**src/rtl/lcd_nibble_reader.sv**
```systemverilog
// Performs one HD44780-style 4-bit read (RW=1) on the Spartan-3E LCD bus.
// Returns busy flag plus address counter (rs_sel=0) or one data byte (rs_sel=1).
module lcd_nibble_reader #(
   parameter int T_AS   = 2,
   parameter int T_PW   = 12,
   parameter int T_GAP  = 50,
   parameter int T_HOLD = 2,
   parameter int CW     = 8
) (
   input  logic       clk,
   input  logic       rst,
   input  logic       req,
   input  logic       rs_sel,
   input  logic [3:0] d_in,
   output logic       sf_e,
   output logic       e,
   output logic       rs,
   output logic       rw,
   output logic       data_oe,
   output logic       busy,
   output logic       done,
   output logic [7:0] rd_data,
   output logic       bf,
   output logic [6:0] ac
);

   typedef enum logic [2:0] {
      IDLE    = 3'd0,
      SETUP   = 3'd1,
      PULSE_H = 3'd2,
      GAP     = 3'd3,
      PULSE_L = 3'd4,
      HOLD    = 3'd5,
      DONE    = 3'd6
   } state_t;

   // Each timed state is loaded with (T_x - 1) on entry and left when it reaches 0.
   localparam logic [CW-1:0] CNT_AS   = CW'(T_AS - 1);
   localparam logic [CW-1:0] CNT_PW   = CW'(T_PW - 1);
   localparam logic [CW-1:0] CNT_GAP  = CW'(T_GAP - 1);
   localparam logic [CW-1:0] CNT_HOLD = CW'(T_HOLD - 1);
   localparam logic [CW-1:0] CNT_ONE  = CW'(1);
   localparam logic [CW-1:0] CNT_ZERO = CW'(0);

   state_t        state_q, state_d;
   logic [CW-1:0] cnt_q, cnt_d;
   logic          e_q, e_d;
   logic          rs_q, rs_d;
   logic          rw_q, rw_d;
   logic          busy_q, busy_d;
   logic          done_q, done_d;
   logic [7:0]    rd_data_q, rd_data_d;
   logic          sf_e_q;
   logic          data_oe_q;
   logic          last_s;

   assign last_s = (cnt_q == CNT_ZERO);

   // Next-state and next-output logic; outputs change on the transition out of a state.
   always_comb begin
      state_d   = state_q;
      cnt_d     = cnt_q;
      e_d       = e_q;
      rs_d      = rs_q;
      rw_d      = rw_q;
      busy_d    = busy_q;
      done_d    = 1'b0;
      rd_data_d = rd_data_q;
      case (state_q)
         IDLE: begin
            if (req) begin
               state_d = SETUP;
               cnt_d   = CNT_AS;
               rs_d    = rs_sel;
               rw_d    = 1'b1;
               busy_d  = 1'b1;
            end else begin
               state_d = IDLE;
            end
         end
         SETUP: begin
            if (last_s) begin
               state_d = PULSE_H;
               cnt_d   = CNT_PW;
               e_d     = 1'b1;
            end else begin
               cnt_d = cnt_q - CNT_ONE;
            end
         end
         PULSE_H: begin
            if (last_s) begin
               state_d        = GAP;
               cnt_d          = CNT_GAP;
               e_d            = 1'b0;
               rd_data_d[7:4] = d_in;
            end else begin
               cnt_d = cnt_q - CNT_ONE;
            end
         end
         GAP: begin
            if (last_s) begin
               state_d = PULSE_L;
               cnt_d   = CNT_PW;
               e_d     = 1'b1;
            end else begin
               cnt_d = cnt_q - CNT_ONE;
            end
         end
         PULSE_L: begin
            if (last_s) begin
               state_d        = HOLD;
               cnt_d          = CNT_HOLD;
               e_d            = 1'b0;
               rd_data_d[3:0] = d_in;
            end else begin
               cnt_d = cnt_q - CNT_ONE;
            end
         end
         HOLD: begin
            if (last_s) begin
               state_d = DONE;
            end else begin
               cnt_d = cnt_q - CNT_ONE;
            end
         end
         DONE: begin
            state_d = IDLE;
            done_d  = 1'b1;
            rw_d    = 1'b0;
            busy_d  = 1'b0;
            rs_d    = 1'b0;
         end
         default: begin
            state_d = IDLE;
            cnt_d   = CNT_ZERO;
            e_d     = 1'b0;
            rs_d    = 1'b0;
            rw_d    = 1'b0;
            busy_d  = 1'b0;
         end
      endcase
   end

   // State and output registers; reset abandons any transaction in flight.
   always_ff @(posedge clk) begin
      if (rst) begin
         state_q   <= IDLE;
         cnt_q     <= CNT_ZERO;
         e_q       <= 1'b0;
         rs_q      <= 1'b0;
         rw_q      <= 1'b0;
         busy_q    <= 1'b0;
         done_q    <= 1'b0;
         rd_data_q <= 8'h00;
         sf_e_q    <= 1'b1;
         data_oe_q <= 1'b0;
      end else begin
         state_q   <= state_d;
         cnt_q     <= cnt_d;
         e_q       <= e_d;
         rs_q      <= rs_d;
         rw_q      <= rw_d;
         busy_q    <= busy_d;
         done_q    <= done_d;
         rd_data_q <= rd_data_d;
         sf_e_q    <= 1'b1;
         data_oe_q <= 1'b0;
      end
   end

   assign sf_e    = sf_e_q;
   assign e       = e_q;
   assign rs      = rs_q;
   assign rw      = rw_q;
   assign data_oe = data_oe_q;
   assign busy    = busy_q;
   assign done    = done_q;
   assign rd_data = rd_data_q;
   assign bf      = rd_data_q[7];
   assign ac      = rd_data_q[6:0];

endmodule

```
**config.mk**
```make
export PLATFORM = sky130hd
export DESIGN_NAME = lcd_nibble_reader
export DESIGN_NICKNAME = d
export VERILOG_FILES = /design/src/rtl/lcd_nibble_reader.sv
export SDC_FILE = /design/constraint.sdc
export NUM_CORES = 1
export LEC_CHECK = 0
export BUFFER_PORTS_ARGS = -buffer_cell sky130_fd_sc_hd__buf_2
export CORE_ASPECT_RATIO = 0.6
export CORE_MARGIN = 10
export CORE_UTILIZATION = 45
export CTS_BUF_LIST = sky130_fd_sc_hd__clkbuf_16
export DETAILED_ROUTE_END_ITERATION = 16
export PLACE_DENSITY = 0.71
export SLEW_MARGIN = 40
export SYNTH_ARGS = -nofsm -noshare
export SYNTH_HDL_FRONTEND = slang
export SYNTH_SLANG_ARGS = --single-unit
```
**constraint.sdc**
```tcl
create_clock -name clk -period 2 [get_ports clk]
set_clock_uncertainty 0.1 [all_clocks]
set_input_delay 0 -clock clk [delete_from_list [all_inputs] [get_ports clk]]
set_output_delay 0 -clock clk [all_outputs]
set_load 0.02 [all_outputs]
```
* Word-level counts from Yosys, hierarchy flattened
Cells that the tools add are included.
** Cells by class
- Add/subtract/negate cells :: 1
- Equal/unequal tests :: 15
- Multiplexer cells :: 21
- Bitwise operators :: 3
- Reduce and logical (&&, ||, !) cells :: 12
** Operators with widths (number)
- one-hot mux 8 bit (6 select lines) :: 1
- 2-to-1 mux 8 bit :: 5
- one-hot mux 3 bit (6 select lines) :: 1
- 2-to-1 mux 3 bit :: 5
- inequality test 2 bit, second input constant :: 7
- equality test 3 bit, second input constant :: 3
- zero test 8 bit :: 1
- subtractor 8 x 1 -> 8 bit, second input constant :: 1
- equality test 3 x 2 -> 1 bit, second input constant :: 2
- 2-to-1 mux 1 bit :: 6
- AND reduction 2 bit :: 3
- AND reduction 3 bit :: 2
- AND reduction 5 bit :: 1
- OR reduction 5 bit :: 1
- inequality test 2 x 1 -> 1 bit, second input constant :: 2
- one-hot mux 1 bit (2 select lines) :: 2
- OR reduction 2 bit :: 2
- equality test 3 x 1 -> 1 bit, second input constant :: 1
- zero test 3 bit :: 1
- NOT 1 bit :: 3
- one-hot mux 1 bit (3 select lines) :: 1
- OR reduction 3 bit :: 1
** Storage, ports and cells
- Bits in registers :: 23
- Input bits :: 8
- Output and inout bits :: 23

* Longest topological paths before layout
Gate-level depths: netlist of run 1.
- Word-level depth :: 4
- Depth in mapped cells :: 8
- Gate-level depth less buffers :: 7

* Least setup slack after synthesis of run 1
Ideal clock, no wire load.
- Kind :: reg2reg
- Start point :: register cnt_q[0]
- End point :: register cnt_q[1]
- Data arrival time :: 1.721 ns
- Path slack :: 0.093 ns
- Stages on the path, launching flop included :: 9
- Path buffers :: 1
- Cell sequence :: dfxtp_1 > inv_1 > ha_1 > nor3b_2 > and2_1 > buf_6 > o31a_1 > o32a_1 > a211oi_1
** Between the ends
- Cells in the longest elaborated chain, start to end :: 3
** Ends and longest elaborated chain
- from (decl) :: RTL line 46 : logic [CW-1:0] cnt_q, cnt_d;
- from (signal assigned) :: RTL line 159 : cnt_q <= cnt_d;
- subtractor 8 x 1 -> 8 bit or zero test 8 bit (tied branches)
- 2-to-1 mux 8 bit (tied with other cells) :: RTL line 120 : if (last_s) begin
- one-hot mux 8 bit (6 select lines) or AND reduction 3 bit (tied branches)
Parallel ways exist; a longest one is shown, timed or not. The select of a mux whose other input is x is not followed.
A chain may end at the register's enable or synchronous reset.

* Worst setup path in the final report of run 1
Same ends and word-level chain as after synthesis.

==> key figures, run 1 <==
Setup path
  – R2r startpoint: cnt_q[0]
  – WS Path Type: flip-flop to flip-flop
  – Worst Reg-to-Reg Cells: 8
  – Reg2Reg Setup Slack: 0.11 ns
  – Setup crit end kind: flip-flop
  – Worst setup SP type: flip-flop
  – Worst-path fanout max: 10
  – Worst EP required: 2.08 ns
  – Critical path arrival: between 1.5 and 2 ns
  – Worst reg2reg endpoint: cnt_q[1]

Min path
  – Min-Delay Path Depth: 5
  – Min-delay worst type: primary input to flip-flop
  – Hold path startpoint: rs_sel
  – Hold Path Sink: rs

Detailed routing
  – Via density per instance: roughly 5.4
  – Routed Antenna Nets: 0
  – TritonRoute pass-1 iters: 4
  – DR WL/cell: ~16 um
  – Vias: 1276
  – Residual DRC: 0
  – Detailed Route WL: between 3000 and 4000 um
  – 1st-iter DRT viols: 140

Global route
  – Congestion Overflow GR: 0
  – Largest net degree at the start of global routing: 21
  – GRT Total Usage: between 10% and 20%
  – Vias in the first global route: ~1300
  – First-pass GRT wire length: 6450 um
  – Initial antenna violation count: 0

Run status
  – Status: finished clean

Clock network
  – Total clock sinks: 23
  – CTS tree: built
  – Clock Latency Late Sink: approximately 0.25 ns
  – Post-CTS Setup Repair Bufs: 0
  – Clock-pin slew on the worst setup and hold paths: about 0.06 ns
  – TritonCTS Buffers: 3
  – CTS Root Cell: clkbuf_16
  – Maximum buffer depth of the clock tree: 2
  – H-tree depth: 1

Yosys
  – Synth cell types: 46
  – Top-count cell post-synth: nor2_1
  – Sequential area share after synthesis: between 30% and 40%
  – Post-Syn Area per Cell: 8.10 um2
  – Cell accounting for the most synthesized area: dfxtp_1
  – Synth cell count leaders: 28 x nor2_1, 23 x dfxtp_1, 16 x a21oi_1
  – #FFs+latches synth: 23
  – Yosys warns: 0
  – Synth top area share: around a third
  – Synth Instances: 165
  – Most common flop cell mapped by yosys: dfxtp_1
  – Syn_nets: ~170
  – Asr flop ratio synth: 0%
  – Synth Cell Area: roughly 1300 um2
  – Top post-synthesis cells by area: dfxtp_1 34%, nor2_1 7.9%, buf_4 6.2%
  – Post-synth EDFFs: 0

Timing
  – Final count of negative-setup-slack endpoints: 0
  – Tcrit/Tclk final: 94.3%
  – RSZ-0062 raised after global routing: no
  – Final Hold Vio Count: 0
  – Max-slew violation count: 0
  – Setup TNS Final: 0 ns
  – Fmax: 530 MHz
  – Period minus WS final: about 1.9 ns
  – Hold_ws: 0.0331 ns

Placed design
  – DP HPWL: 2870 um
  – Placed cells: approximately 230
  – GPL Wtd Cong: 0.964
  – Buffers on Ports: 28

Finish
  – Final Util: about 58%
  – Layout Cells excl Fill: around 240
  – Ant. Diodes: 0
  – Layout Nets: just over 200
  – FF/Latch Area: between 400 and 500 um2
  – Layout cells sized above 1: just under 30%
  – # fillers: ~270
  – Multi-input gate area: between 700 and 800 um2
  – Synthesis-to-finish area growth: 24.0%

Die
  – Die Area: ~5600 um2
  – Core Region: between 2000 and 3000 um2
  – Num rows: 15
  – IO Pins: 31
  – Die Wd: about 90 um
  – Die height: roughly 62 um
  – Initial Util: approximately 47%

Job
  – Max-capacitance violation count: 0

Pwr
  – Pwr Total: 2.58 mW
  – Cell Pwr Density: approximately 1600 nW/um2
  – Leakage: around 0.8 nW
  – Maximum vdd ir drop: between 0.7 and 0.8 mV
state kept, by name, indices dropped and copies added (netlist names):
register and flops:
rs 1, state_q 3, done 1, busy 1, cnt_q 8, rd_data 8, e 1
cell type report:
type,instances,share of cell area (%)
clock inverters,1,0.227
clock buffers,3,4.53
well taps,42,3.17
inverters,6,1.36
multi-input cells,117,45.8
repair buffers,45,17.0
flip-flops and latches,23,27.9
logic make-up (layout without fill, tap and decap cells):
| family | Yosys count | in the layout | share of synthesized area (%) |
|---|---|---|---|
| buffers and inverters | 25 | 55 | 10.8 |
| flip-flops | 23 | 23 | 34.5 |
| AND/OR/NAND/NOR | 66 | 66 | 26.6 |
| adder cells (fa/ha/maj) | 1 | 1 | 0.936 |
| multiplexers | 8 | 8 | 5.99 |
| other | 2 | 2 | 0.562 |
| AO/OA/AOI/OAI | 35 | 35 | 17.4 |
| XOR/XNOR | 5 | 5 | 3.28 |
per-stage QoR:
stage	instance area [um2]	setup slack, ns
4_1_cts	1620	0.0511
5_1_grt	1660	0.0182
3_3_place_gp	1510	0.167
6_report	1660	0.113
3_5_place_dp	1510	0.0742
2_1_floorplan	1340	0.0931
routing by layer:
layer	wire, um	GRT usage, %
met1	1680	17.7
met3	327	3.36
met2	1840	22.0
met4	36	2.57
met5	0	0
worst max-delay path by stage:
stage	endpoint	start	cells past startpoint	slack, ns
after global placement	cnt_q[1]	cnt_q[0]	8	0.17
after global routing	cnt_q[1]	cnt_q[0]	8	0.02
after floorplan	cnt_q[1]	cnt_q[0]	8	0.09
final	cnt_q[1]	cnt_q[0]	8	0.11
after CTS	cnt_q[1]	cnt_q[0]	8	0.05
after detailed placement	cnt_q[1]	cnt_q[0]	8	0.07
worst max-delay path: stages, from the launching register on:
cell and delay [ns]:
dfxtp_1 0.32, inv_1 0.06, ha_2 0.20, nor3b_4 0.15
and2_1 0.19, buf_6 0.16, o31a_1 0.24, o32a_1 0.18
a211oi_2 0.20
where the power goes:
part / switching, mW / leakage (nW) / internal [mW] / total, mW
clock: 0.156 / 0.0423 / 0.266 / 0.422
sequential: 0.159 / 0.188 / 0.563 / 0.721
combinational: 0.787 / 0.577 / 0.653 / 1.44
what timing repair did:
| item | CTS | global route |
|---|---|---|
| hold endpoints to repair | 8 | 0 |
| gates resized for setup | 0 | 9 |
| hold buffers | 4 | 0 |
| endpoints found under the setup margin | 0 | 4 |
layout by cell type (no fill, tap or decap), types with 5 or more instances in the layout:
cell	n
a21oi_1	14
buf_2	28
buf_4	12
dfxtp_1	22
inv_1	7
mux2i_1	8
nand2_1	10
nor2_1	28
nor3_1	5
o21ai_0	5
No activity file was read; power rests on OpenSTA's default activity.
==> run 2, diff against run 1 <==
--- a/config.mk
+++ b/config.mk
@@ -11,7 +11,7 @@
 export CORE_UTILIZATION = 45
 export CTS_BUF_LIST = sky130_fd_sc_hd__clkbuf_16
 export DETAILED_ROUTE_END_ITERATION = 16
-export PLACE_DENSITY = 0.71
+export PLACE_DENSITY = 0.69
 export SLEW_MARGIN = 40
 export SYNTH_ARGS = -nofsm -noshare
 export SYNTH_HDL_FRONTEND = slang
==> constraint.sdc (replaced) <==
create_clock -name clk -period 1.8 [get_ports clk]
set_clock_uncertainty 0.1 [all_clocks]
set_input_delay 0 -clock clk [delete_from_list [all_inputs] [get_ports clk]]
set_output_delay 0 -clock clk [all_outputs]
set_load 0.02 [all_outputs]
==> run 2 against run 1 <==
Compared with the run above:
- the run now ends with setup timing left
- core utilization is 3.3 points higher
- clock power is 14% higher
- global-route usage is 0.11 points lower
- critical path depth stayed put
- worst hold slack better by 0.0088 ns
- cell area is 5.7% higher
==> key figures, run 2 (same netlist as run 1, synthesis figures left out) <==
Run status
  – Status: finished, violations left
  – Violated checks: setup timing

Setup path
  – Cell breakdown of the critical path: inv_2 > ha_4 > nor3b_4 > and2_4 > buf_6 > o31a_1 > o32a_1 > a211oi_2
  – CP max stage delay: ~0.33 ns
  – Worst-path fanout max: 5
  – Critical path arrival: ~1.9 ns
  – Critical path origin: cnt_q[0]
  – WS Path Type: flip-flop to flip-flop
  – Slowest CP cell: dfxtp_2
  – Worst EP required: between 1.5 and 2 ns
  – Setup crit end kind: flip-flop
  – R2r startpoint: cnt_q[0]
  – Worst setup SP type: flip-flop

Finish
  – Most frequent cells in the layout: 28 x nor2_1, 28 x buf_2, 19 x dfxtp_1, 18 x buf_4, 14 x a21oi_1
  – Ant. Diodes: 0
  – Layout Cells excl Fill: between 200 and 250
  – Layout Nets: approximately 210
  – Layout cells sized above 1: ~36%
  – Design Area, Final: around 1800 um2
  – Synthesis-to-finish area growth: 31.1%
  – Final Util: around three fifths

Placed design
  – Buffers on Ports: 28
  – Placed cell area: 1540 um2
  – DP HPWL: 2870 um
  – Worst slack, placed: -0.0629 ns
  – Placed cells: roughly 230
  – GPL Wtd Cong: roughly 0.96

Clock network
  – Clock-pin slew on the worst setup and hold paths: 0.06 ns
  – CTS tree: built
  – Maximum buffer depth of the clock tree: 2
  – Total clock sinks: 23
  – H-tree depth: 1
  – TritonCTS Buffers: 3
  – Clock Latency Late Sink: between 0.2 and 0.3 ns
  – CTS Root Cell: clkbuf_16

Timing
  – Fmax: roughly 550 MHz
  – Max-slew violation count: 0
  – RSZ-0062 raised after global routing: yes
  – Period minus WS final: 1.83 ns
  – Tcrit/Tclk final: 102%
  – Final count of negative-setup-slack endpoints: 1
  – Final Hold Vio Count: 0
  – PnR worst setup slack: -0.0332 ns

Detailed routing
  – Vias: between 1000 and 1500
  – DR WL/cell: 15.9 um
  – 1st-iter DRT viols: 118
  – Routed Antenna Nets: 0
  – Residual DRC: 0
  – TritonRoute pass-1 iters: 4
  – Via density per instance: roughly 5.2
  – Detailed Route WL: around 3900 um

Die
  – Num rows: 15
  – Initial Util: between 40% and 50%
  – Die height: 62.2 um
  – IO Pins: 31
  – Die Wd: 90.4 um
  – Die Area: approximately 5600 um2
  – Core Region: about 2900 um2

Global route
  – Congestion Overflow GR: 0
  – GRT met2 Usage: 20.2%
  – First-pass GRT wire length: about 6300 um
  – Busiest grt layer: met2
  – Largest net degree at the start of global routing: 21
  – GRT Total Usage: 13.4%
  – Met3 Use GR: between 4 and 5%
  – Vias in the first global route: ~1200
  – Initial antenna violation count: 0
  – Met1 usage: between 10% and 20%

Pwr
  – Cell Pwr Density: roughly 1800 nW/um2
  – Pwr Total: just over 3 mW
  – Maximum vdd ir drop: 0.816 mV
  – Leakage: around 0.86 nW

Job
  – Max-capacitance violation count: 0

Min path
  – Min-delay worst type: primary input to flip-flop
  – Hold path startpoint: rs_sel
-- run 2: cell types whose count changed in the layout (fill, tap and decap cells not counted), moves of 2 or more --
cell     delta
buf_4       +6
dfxtp_1     -3
dfxtp_2     +2
inv_1       -2
inv_2       +2
-- run 2: worst paths after layout --
check / slack, ns / to / cells after the start
max: -0.03 / cnt_q[1] / 8
min: 0.04 / rs / 5
max reg2reg: -0.03 / cnt_q[1] / 8
min reg2reg: 0.42 / rd_data[7] / 2
-- run 2: layout make-up --
type | count | area [um2]
clock inverter | 1 | 3.75
sequential | 23 | 468
tap | 42 | 52.6
clock buffer | 3 | 75.1
inverter | 6 | 22.5
timing repair buffer | 52 | 347
fill | 252 | 1100
multi-input combinational | 117 | 783
-- run 2: per-layer routing --
layer	up-vias	share of wire [%]
met2	41	47
met5	-	0
li1	642	-
met1	586	45
met3	6	7.0
met4	0	1.1
-- run 2: per-stage QoR --
step	setup TNS [ns]	hold WS (ns)
final	-0.0332	0.0418
after global routing	-0.184	0.0645
after CTS	0	0.0454
after detailed placement	-0.146	0.160
after global placement	0	0.149
after floorplan	0	0.0439
-- run 2: worst max-delay path: cells and delay by family, from the launching register on --
family,cells,cell delay [ns]
and+or+nand+nor,2,0.34
buffers and inverters,2,0.18
adders and majority gates,1,0.16
DFF,1,0.33
AOI/OAI and AO/OA,3,0.64
-- run 2: power breakdown --
group / internal, mW / leakage [nW] / switching (mW)
sequential: 0.634 / 0.189 / 0.132
combinational: 0.873 / 0.624 / 0.953
clock: 0.297 / 0.0423 / 0.182
-- run 2: what timing repair did --
item                                   CTS  global route
hold buffers                             4             0
pin swaps                                4             5
setup buffers                            1             3
setup endpoints to repair                6            10
endpoints found under the hold margin    8             0
gates resized for setup                  4            11
